## src/rtl/fabric_pkg.sv

```systemverilog
// Shared fabric definitions: trit codes, PT-5 constants and loader FSM states.
// Pure declarations, no logic, no latency, no flow control.
package fabric_pkg;

    typedef enum logic [1:0] {
        TRIT_ZERO = 2'b00,
        TRIT_POS  = 2'b01,
        TRIT_NEG  = 2'b10,
        TRIT_INV  = 2'b11
    } trit_e;

    localparam logic [7:0] PT5_ZERO_BYTE  = 8'h79;
    localparam int         BYTES_PER_WORD = 3;
    localparam int         TRITS_PER_BYTE = 5;
    localparam int         TDATA_W        = 2 * TRITS_PER_BYTE;

    typedef enum logic [1:0] {
        ST_IDLE,
        ST_LOAD,
        ST_FLUSH,
        ST_DONE
    } loader_state_e;

    // Base-3 digit of a trit (t + 1); an invalid code counts as a zero trit.
    function automatic logic [1:0] trit_digit(input logic [1:0] code);
        case (trit_e'(code))
            TRIT_POS: trit_digit = 2'd2;
            TRIT_NEG: trit_digit = 2'd0;
            default:  trit_digit = 2'd1;
        endcase
    endfunction

endpackage

```

## src/rtl/pt5_stream_loader_if.sv

```systemverilog
// Valid/ready trit stream: 5 trits per beat plus last marker.
// Zero latency wiring; the slave side owns s_tready.
// Backpressure: a beat transfers only when s_tvalid and s_tready are both high.
interface pt5_stream_loader_if;
    import fabric_pkg::*;

    logic [TDATA_W-1:0] s_tdata;
    logic               s_tvalid;
    logic               s_tlast;
    logic               s_tready;

    modport master (output s_tdata, output s_tvalid, output s_tlast, input s_tready);
    modport slave  (input s_tdata, input s_tvalid, input s_tlast, output s_tready);

endinterface

```

## src/rtl/pt5_packer.sv

```systemverilog
// PT-5 encoder: five trits to one byte, sum of (t+1)*3^k, plus an invalid-trit flag.
// Purely combinational, zero latency.
// No flow control; the caller qualifies the result with its own handshake.
module pt5_packer
    import fabric_pkg::*;
(
    input  logic [TDATA_W-1:0] trits,
    output logic [7:0]         pack_byte,
    output logic               invalid
);

    // Horner evaluation from the most significant trit down.
    always_comb begin
        pack_byte = '0;
        invalid   = 1'b0;
        for (int k = TRITS_PER_BYTE - 1; k >= 0; k--) begin
            pack_byte = pack_byte * 8'd3 + {6'd0, trit_digit(trits[2*k +: 2])};
            if (trits[2*k +: 2] == TRIT_INV) begin
                invalid = 1'b1;
            end
        end
    end

endmodule

```

## src/rtl/pt5_stream_loader.sv

```systemverilog
// Packs a trit stream into 24-bit words and writes them to the weight or input SRAM bank.
// Latency: the beat completing a word is accepted in cycle N, its SRAM write is in cycle N+1.
// Backpressure: s_tready is high only in LOAD; 1 beat/cycle sustained, dropped after the last word.
module pt5_stream_loader
    import fabric_pkg::*;
#(
    parameter int SRAM_AW = 12,
    parameter int SRAM_DW = 24,
    parameter int CNT_W   = 13
) (
    input  logic               clk,
    input  logic               reset_n,
    input  logic               cfg_start,
    input  logic [SRAM_AW-1:0] cfg_base_addr,
    input  logic [CNT_W-1:0]   cfg_word_count,
    input  logic               cfg_bank,
    pt5_stream_loader_if.slave s,
    output logic [SRAM_AW-1:0] sram_waddr,
    output logic [SRAM_DW-1:0] sram_wdata,
    output logic               sram_we_weight,
    output logic               sram_we_input,
    output logic               busy,
    output logic               done,
    output logic [CNT_W-1:0]   words_written,
    output logic               err_trit,
    output logic               err_length
);

    loader_state_e      state_q, state_d;
    logic [SRAM_AW-1:0] addr_q;
    logic [CNT_W-1:0]   cnt_q, words_q;
    logic               bank_q;
    logic [1:0]         slot_q;
    logic [7:0]         byte0_q, byte1_q;
    logic               wr_vld_q;
    logic [SRAM_DW-1:0] wr_dat_q;
    logic               err_trit_q, err_length_q;

    logic [7:0]         beat_byte;
    logic               beat_inv;
    logic               fire;
    logic               word_full;
    logic               count_hit;
    logic [SRAM_DW-1:0] word_dat;

    pt5_packer u_packer (
        .trits     (s.s_tdata),
        .pack_byte (beat_byte),
        .invalid   (beat_inv)
    );

    assign s.s_tready = (state_q == ST_LOAD);
    assign fire       = s.s_tvalid & s.s_tready;
    assign word_full  = (slot_q == 2'd2);
    // The previous word is always written before the next one can complete, so words_q is exact here.
    assign count_hit  = fire & word_full & ((words_q + CNT_W'(1)) == cnt_q);

    // Unfilled slots of a word cut short by tlast carry the encoding of five zero trits.
    always_comb begin
        case (slot_q)
            2'd0:    word_dat = {PT5_ZERO_BYTE, PT5_ZERO_BYTE, beat_byte};
            2'd1:    word_dat = {PT5_ZERO_BYTE, beat_byte, byte0_q};
            default: word_dat = {beat_byte, byte1_q, byte0_q};
        endcase
    end

    always_ff @(posedge clk) begin
        if (!reset_n) begin
            state_q <= ST_IDLE;
        end else begin
            state_q <= state_d;
        end
    end

    always_comb begin
        state_d = state_q;
        case (state_q)
            ST_IDLE: begin
                if (cfg_start) begin
                    state_d = (cfg_word_count == '0) ? ST_DONE : ST_LOAD;
                end
            end
            ST_LOAD: begin
                if (count_hit) begin
                    state_d = ST_DONE;
                end else if (fire && s.s_tlast) begin
                    state_d = ST_FLUSH;
                end
            end
            ST_FLUSH: state_d = ST_DONE;
            ST_DONE:  state_d = ST_IDLE;
            default:  state_d = ST_IDLE;
        endcase
    end

    always_ff @(posedge clk) begin
        if (!reset_n) begin
            addr_q       <= '0;
            cnt_q        <= '0;
            words_q      <= '0;
            bank_q       <= 1'b0;
            slot_q       <= 2'd0;
            byte0_q      <= '0;
            byte1_q      <= '0;
            wr_vld_q     <= 1'b0;
            wr_dat_q     <= '0;
            err_trit_q   <= 1'b0;
            err_length_q <= 1'b0;
        end else begin
            wr_vld_q <= 1'b0;
            if (wr_vld_q) begin
                addr_q  <= addr_q + SRAM_AW'(1);
                words_q <= words_q + CNT_W'(1);
            end
            if (state_q == ST_IDLE && cfg_start) begin
                addr_q       <= cfg_base_addr;
                cnt_q        <= cfg_word_count;
                bank_q       <= cfg_bank;
                words_q      <= '0;
                slot_q       <= 2'd0;
                err_trit_q   <= 1'b0;
                err_length_q <= 1'b0;
            end
            if (fire) begin
                if (beat_inv) begin
                    err_trit_q <= 1'b1;
                end
                if (word_full || s.s_tlast) begin
                    wr_vld_q <= 1'b1;
                    wr_dat_q <= word_dat;
                    slot_q   <= 2'd0;
                end else begin
                    if (slot_q == 2'd0) begin
                        byte0_q <= beat_byte;
                    end else begin
                        byte1_q <= beat_byte;
                    end
                    slot_q <= slot_q + 2'd1;
                end
                // Count reached without tlast, or tlast before the count: both are length errors.
                if (count_hit != s.s_tlast) begin
                    err_length_q <= 1'b1;
                end
            end
        end
    end

    assign sram_waddr     = addr_q;
    assign sram_wdata     = wr_dat_q;
    assign sram_we_weight = wr_vld_q & ~bank_q;
    assign sram_we_input  = wr_vld_q & bank_q;
    assign busy           = (state_q != ST_IDLE);
    assign done           = (state_q == ST_DONE);
    assign words_written  = words_q;
    assign err_trit       = err_trit_q;
    assign err_length     = err_length_q;

endmodule

```

## src/flat_wrapper.sv

```systemverilog
// flat-port wrapper written by rule: the top's interface ports become plain ports
module pt5_stream_loader_flat import fabric_pkg::*;
#(
    parameter int SRAM_AW = 12,
    parameter int SRAM_DW = 24,
    parameter int CNT_W   = 13
)
  (clk, reset_n, cfg_start, cfg_base_addr, cfg_word_count, cfg_bank, sram_waddr, sram_wdata, sram_we_weight, sram_we_input, busy, done, words_written, err_trit, err_length, s_s_tdata, s_s_tvalid, s_s_tlast, s_s_tready);
  pt5_stream_loader_if s_i ();
  input  logic clk;
  input  logic reset_n;
  input  logic cfg_start;
  input  logic [SRAM_AW-1:0] cfg_base_addr;
  input  logic [CNT_W-1:0] cfg_word_count;
  input  logic cfg_bank;
  output logic [SRAM_AW-1:0] sram_waddr;
  output logic [SRAM_DW-1:0] sram_wdata;
  output logic sram_we_weight;
  output logic sram_we_input;
  output logic busy;
  output logic done;
  output logic [CNT_W-1:0] words_written;
  output logic err_trit;
  output logic err_length;
  input wire logic [$bits(s_i.s_tdata)-1:0] s_s_tdata;
  input wire logic [$bits(s_i.s_tvalid)-1:0] s_s_tvalid;
  input wire logic [$bits(s_i.s_tlast)-1:0] s_s_tlast;
  output wire logic [$bits(s_i.s_tready)-1:0] s_s_tready;
  assign s_i.s_tdata = s_s_tdata;
  assign s_i.s_tvalid = s_s_tvalid;
  assign s_i.s_tlast = s_s_tlast;
  assign s_s_tready = s_i.s_tready;
  pt5_stream_loader #(.SRAM_AW(SRAM_AW), .SRAM_DW(SRAM_DW), .CNT_W(CNT_W)) u_core (.clk(clk), .reset_n(reset_n), .cfg_start(cfg_start), .cfg_base_addr(cfg_base_addr), .cfg_word_count(cfg_word_count), .cfg_bank(cfg_bank), .s(s_i), .sram_waddr(sram_waddr), .sram_wdata(sram_wdata), .sram_we_weight(sram_we_weight), .sram_we_input(sram_we_input), .busy(busy), .done(done), .words_written(words_written), .err_trit(err_trit), .err_length(err_length));
endmodule
```

## config.mk

```make
export PLATFORM = sky130hd
export DESIGN_NAME = pt5_stream_loader_flat
export DESIGN_NICKNAME = d
export VERILOG_FILES = /design/src/rtl/fabric_pkg.sv /design/src/rtl/pt5_stream_loader_if.sv /design/src/rtl/pt5_packer.sv /design/src/rtl/pt5_stream_loader.sv /design/src/flat_wrapper.sv
export SDC_FILE = /design/constraint.sdc
export NUM_CORES = 1
export LEC_CHECK = 0
export ABC_CLOCK_PERIOD_IN_PS = 9100
export BUFFER_PORTS_ARGS = -buffer_cell sky130_fd_sc_hd__buf_2
export CORE_MARGIN = 2
export CORE_UTILIZATION = 30
export DETAILED_ROUTE_END_ITERATION = 10
export GPL_TIMING_DRIVEN = 0
export SLEW_MARGIN = 20
export SYNTH_ARGS = -nofsm -noshare
export SYNTH_HDL_FRONTEND = slang
export SYNTH_SLANG_ARGS = --single-unit
```

## constraint.sdc

```tcl
create_clock -name clk -period 9.1 [get_ports clk]
set_input_delay 0.455 -clock clk [delete_from_list [all_inputs] [get_ports clk]]
set_output_delay 0.455 -clock clk [all_outputs]
set_load 0.05 [all_outputs]
```

# [Yosys cells after proc, flatten, opt, wreduce, memory -nomap -nowiden]
# Index checks and enable logic that the tools add are counted.
[word_totals] register_bits=86 out_inout_bits=56 wordCells=99 inputBits=41
[op_classes] addsub=7 mux=28 multipliers=4 n_reduce_logical=15 eq_ne=24 bitwise_logic=9
[op_table] cell="$pmux 24 s2" n=1
[op_table] cell="$eq 2x2->1 const B" n=13
[op_table] cell="$mux 12" n=2
[op_table] cell="$pmux 2 s2" n=5
[op_table] cell="$add 8x2->8" n=2
[op_table] cell="$mul 8x2->8 const B" n=2
[op_table] cell="$eq 2x1->1 const B" n=7
[op_table] cell="$mux 2" n=7
[op_table] cell="$add 13x1->13 const B" n=1
[op_table] cell="$eq 13x13->1" n=1
[op_table] cell="$logic_not 13->1" n=1
[op_table] cell="$add 12x1->12 const B" n=1
[op_table] cell="$mux 1" n=12
[op_table] cell="$add 7x2->8" n=1
[op_table] cell="$pmux 2 s4" n=1
[op_table] cell="$mul 5x2->7 const B" n=1
[op_table] cell="$reduce_and 2->1" n=3
[op_table] cell="$reduce_and 3->1" n=2
[op_table] cell="$reduce_bool 2->1" n=3
[op_table] cell="$add 4x2->5" n=1
[op_table] cell="$and 1x1->1" n=5
[op_table] cell="$logic_not 2->1" n=2
[op_table] cell="$mul 2x2->4 const B" n=1
[op_table] cell="$not 1->1" n=4
[op_table] cell="7 further kinds" n=8

# [Longest topological paths before layout]
[logic_depth] word_depth=11 ltp_mapped=25 depth_no_buf=25

# [Modules after synthesis]
# A second synthesis with hierarchy kept.
[hier_totals] hier_cells=621 hier_area_um2=5420.2
[modules_own_cells] module="pt5_stream_loader" n_inst=1 area_each_um2=4307.9 seq_area_each_um2=1721.7 cells_per_inst=497
[modules_own_cells] module="pt5_packer" n_inst=1 area_each_um2=1112.3 seq_area_each_um2=0.0 cells_per_inst=124

# [Least setup slack after synthesis]
# No wires, ideal clock.
[synth_timing] kind="input-to-reg" startpoint="in s_s_tdata[8]" endpoint="reg u_core.wr_dat_q[7], in the netlist u_core.sram_wdata[7]" arrival_time_ps=5179 setup_ps=86 setup_slack_ps=3836 path_stages=22 path_buffers=0 required_time_ps=9014 path_cell_list="inv_1 ha_1 inv_1 ha_1 ha_1 inv_1 fa_1 inv_1 ha_1 fa_1 ha_1 fa_1 a21o_1 a21oi_1 xnor2_1 ha_1 ha_1 o21ai_0 o21bai_1 a21oi_1 xnor3_1 a211oi_1"
[synth_between] elab_chain_cells=11 word_cells_on_any_way=12 classes_between="4 x add/sub; 4 x mul; 2 x eq/ne; 2 x mux"
[synth_rtl] element="start, declared" line_no="flat_wrapper.sv:25" rtl="input wire logic [$bits(s_i.s_tdata)-1:0] s_s_tdata;"
[synth_rtl] element="$eq 2x2->1 or $eq 2x1->1 (tied branches)" line_no="fabric_pkg.sv:26" rtl="case (trit_e'(code))"
[synth_rtl] element="$pmux 2 s2 *" line_no="fabric_pkg.sv:26"
[synth_rtl] element="$mul 2x2->4 *" line_no="pt5_packer.sv:17" rtl="pack_byte = pack_byte * 8'd3 + {6'd0, trit_digit(trits[2*k +: 2])};"
[synth_rtl] element="$add 4x2->5 *" line_no="pt5_packer.sv:17"
[synth_rtl] element="$mul 5x2->7 *" line_no="pt5_packer.sv:17"
[synth_rtl] element="$add 7x2->8 *" line_no="pt5_packer.sv:17"
[synth_rtl] element="$mul 8x2->8 *" line_no="pt5_packer.sv:17"
[synth_rtl] element="$add 8x2->8 *" line_no="pt5_packer.sv:17"
[synth_rtl] element="$mul 8x2->8 *" line_no="pt5_packer.sv:17"
[synth_rtl] element="$add 8x2->8 *" line_no="pt5_packer.sv:17"
[synth_rtl] element="$pmux 24 s2 *" line_no="pt5_stream_loader.sv:60" rtl="case (slot_q)"
[synth_rtl] element="end signal, assigned" line_no="pt5_stream_loader.sv:130" rtl="wr_dat_q <= word_dat;"
[synth_rtl] element="end, declared" line_no="pt5_stream_loader.sv:36" rtl="logic [SRAM_DW-1:0] wr_dat_q;"
# Every way passes the cells marked *; elsewhere a longest branch is shown, timed or not.
# A chain may end at the register's enable or synchronous reset.

# [Final worst setup path]
# Same ends and word-level chain as after synthesis.

==> summary.md <==
| Metric | Value |
|---|---|
| Area growth from synthesis to layout | 20.5% |
| Family of cells with the greatest summed delay on the critical path | adder cells |
| Ordered cell list for the critical path | buf_2 > inv_1 > ha_1 > ha_1 > ha_1 > inv_1 > fa_1 > inv_1 > ha_1 > fa_1 > ha_1 > fa_1 > a21o_1 > a21oi_1 > xnor2_1 > ha_1 > ha_1 > o21ai_0 > o21bai_1 > a21oi_1 > xnor3_1 > a211oi_1 |
| Worst-Margin Slew | 0.804 ns |
| Number of primary I/O pins | 97 |
| Residual DRC | 0 |
| CTS Root Buffer Type | clkbuf_16 |
| Global-route wire length before repair | 22800 µm |
| Synth area leaders | dfxtp_1, ha_1, a21oi_1 |
| Avg WL per Cell | 14.8 µm |
| Worst-case clock buffer depth | 2 |
| Worst R2R Path Depth | 7 |
| Startpoint types | input pin |
| Hold_buf cts | 0 |
| Post-synthesis average cell area | 8.41 µm² |
| Floorplan die width | 136 µm |
| Count of state elements after synthesis | 86 |
| Final WL | 14200 µm |
| Number of vias per cell after detailed routing | 4.94 |
| Remaining number of nets flagged by the antenna check after routing | 0 |
| Clock tree sinks | 86 |
| Unique masters post-synth | 60 |
| Fraction of registers with async set or reset after synthesis | 0% |
| Die footprint | 18500 µm² |
| H-tree depth | 3 |
| Type of the worst min-delay path | input pin to flop |
| Post-synthesis instance total | 621 |
| Die span in y | 136 µm |
| Data arrival time of the critical path | 5.80 ns |
| Main synth FF type | dfxtp_1 |
| Number of flops mapped to enable cells by yosys | 0 |
| Critical path type | input pin to flop |
| Antenna diodes | 0 |
| Most common cell on crit path | ha_1 |
| Sequential cell area fraction in the yosys report | 33.0% |
| Detailed-routing iteration count for the pre-antenna-repair pass | 5 |
| Max frequency | 181 MHz |
| Synthesized Nets | 721 |
| Later-pin clock latency in the skew report | 0.34 ns |
| Final setup violating endpoints | 0 |
| Delay of the slowest critical-path stage | 0.53 ns |
| Sum Neg Setup Slack | 0 ns |
| Post-Route Utilization | 36.6% |
| Final Wtd Congestion | 0.867 |
| Final HPWL DP | 10800 µm |
| CTS tree | done |
| Worst clock skew on the final layout | 0.00854 ns |
| Fraction of the cycle the final worst path needs | 60.9% |
| DR vias | 4733 |
| Number of pins with negative max-slew slack in the final report | 0 |
| Max-slew headroom | 46.2% |
| Worst path slowest cell | fa_1 |
| Crit path buffers/inverters | 4 |
| PostCTS Resize Cnt | 0 |
| Final hold slack | 0.356 ns |
| Maximum number of pins on one net before global-route repair | 16 |
| CP Launch Point | s_s_tdata[8] |
| Clock slew at the register clock pins of the worst setup and hold paths | 0.07 ns |
| Worst Min Path Start | cfg_bank |
| Hold violation total from the final report | 0 |
| Number of antenna violations at the first check in global routing | 0 |
| Initial Util | 30.4% |
| Dominant cell type by area after synthesis | dfxtp_1 |
| Critical Path Fanout Max | 5 |
| RSZ-0062 raised after global routing | false |
| Instance count along the most critical hold path | 3 |
| Startpoint of the worst-slack reg-to-reg timing path | u_core.words_written[0]$_SDFFE_PP0P_ |
| GR Overflow Total | 0 |
| Port buffer count | 96 |
| Warnings, synthesis | 0 |
| Number of placement rows | 48 |
| Logic depth of the worst path, buffers included | 22 |
| Area share of the largest cell type after synthesis | 33.0% |
| Data required time at the worst endpoint | 9.36 ns |
| Critical Path End Type | flop |
| Total clock buffers created by CTS | 9 |
| Share of cells above drive strength 1 | 18.1% |
| Number of violations of the max-capacitance limit | 0 |
| Post-Syn Area | 5220 µm² |
| Number of buffers inserted to repair setup after CTS | 0 |
| Number of DRC violations after detailed-routing iteration 0 | 203 |
| Fin nets | 828 |
| Placeable core area | 17200 µm² |
| Number of global-route vias before repair | 4467 |
| Shortest period the worst path allows | 5.54 ns |
| Run status | completed |
| Global router's overall resource usage | 15.7% |
==> synth_stat cells (all sizes together) (14+ instances only) <==
cell,number
nand3,22
ha,52
nor2,61
inv,32
nand2,63
o21ai,33
nor3,15
a21oi,50
dfxtp,86
xor2,22
a211oi,14
xnor2,23
clkbuf,18
buf,14
==> stage by stage <==
stage	instance area [µm²]	std cells	setup WS [ns]
6_report	6290	958	3.56
5_1_grt	6290	958	3.22
4_1_cts	6290	958	3.61
3_5_place_dp	5980	942	3.28
3_3_place_gp	5980	942	3.27
2_1_floorplan	5220	621	3.84
==> cell families (layout without fill, tap and decap cells) <==
kind of cell             after synthesis  in the layout  share of synthesized area, %
AND/OR/NAND/NOR                      219            219                          20.4
AO/OA/AOI/OAI                        137            137                          16.6
flip-flops                            86             86                          33.0
buffers and inverters                 64            176                          4.86
adder cells (fa/ha/maj)               59             59                          15.1
XOR/XNOR                              46             46                          8.12
multiplexers                          10             10                          1.96
==> worst paths after layout <==
path | end | slack (ns)
setup / recovery | u_core.sram_wdata[7]$_SDFFE_PN0P_ | 3.56
hold / removal | u_core.bank_q$_SDFFE_PN0P_ | 0.36
setup reg to reg | u_core.state_q[0]$_SDFFE_PN0P_ | 6.39
hold reg to reg | u_core.sram_wdata[17]$_SDFFE_PN0P_ | 0.45
==> worst register-to-register path, stage by stage (launching register included) <==
cell and delay, ns:
dfxtp_1 0.51, ha_1 0.35, nand4_2 0.20, or4_4 0.56, xnor2_2 0.19, o2111ai_2 0.18, or3_1 0.41, a221oi_2 0.23
==> cell usage in the layout, fill, tap and decap left out, types with 3 or more instances in the layout <==
master and n:
o21ai_0 32, xnor2_1 22, or3_1 6, mux2i_1 8, and3_1 7, a21oi_1 50, nand3_1 21, o31ai_1 3
nand2b_1 4, xor2_1 22, or4_1 3, nor3_1 14, clkbuf_1 18, nand4_1 7, ha_1 52, nor2b_1 4
dfxtp_1 86, and4_1 4, buf_1 5, clkbuf_16 9, nor2_1 61, nand2_1 63, a21o_1 4, a31oi_1 6
a221oi_1 5, nor4_1 6, a211oi_1 14, fa_1 7, o21bai_1 3, inv_1 32, and2_1 6, buf_2 104
o22ai_1 4
==> routing by layer <==
metal / GRT usage [%] / share of wire, % / up-vias
met5: 0 / 0 / -
met4: 3.41 / 0.99 / 0
met3: 3.06 / 5.1 / 16
met2: 25.9 / 46 / 117
met1: 21.3 / 48 / 2207
li1: - / - / 2393
==> final cells by class <==
class	count	area, µm²
clock buffers	10	239
plain buffers	32	134
well taps	225	282
inverters	32	120
flip-flops and latches	86	1720
fillers	1849	10900
repair buffers	96	480
clock inverters	6	68.8
multi-input cells	471	3250
==> flip-flops by register name, summed over array words and instances (netlist names) <==
name                  count
u_core.sram_wdata        24
u_core.cnt_q             13
u_core.words_written     13
u_core.sram_waddr        12
u_core.byte0_q            8
u_core.byte1_q            8
u_core.slot_q             2
u_core.state_q            2
u_core.bank_q             1
u_core.err_length         1
u_core.err_trit           1
u_core.wr_vld_q           1
Power is left out: the tool's default activity adds up to more than one toggle a clock period on the data nets, which glitch-free logic cannot reach.
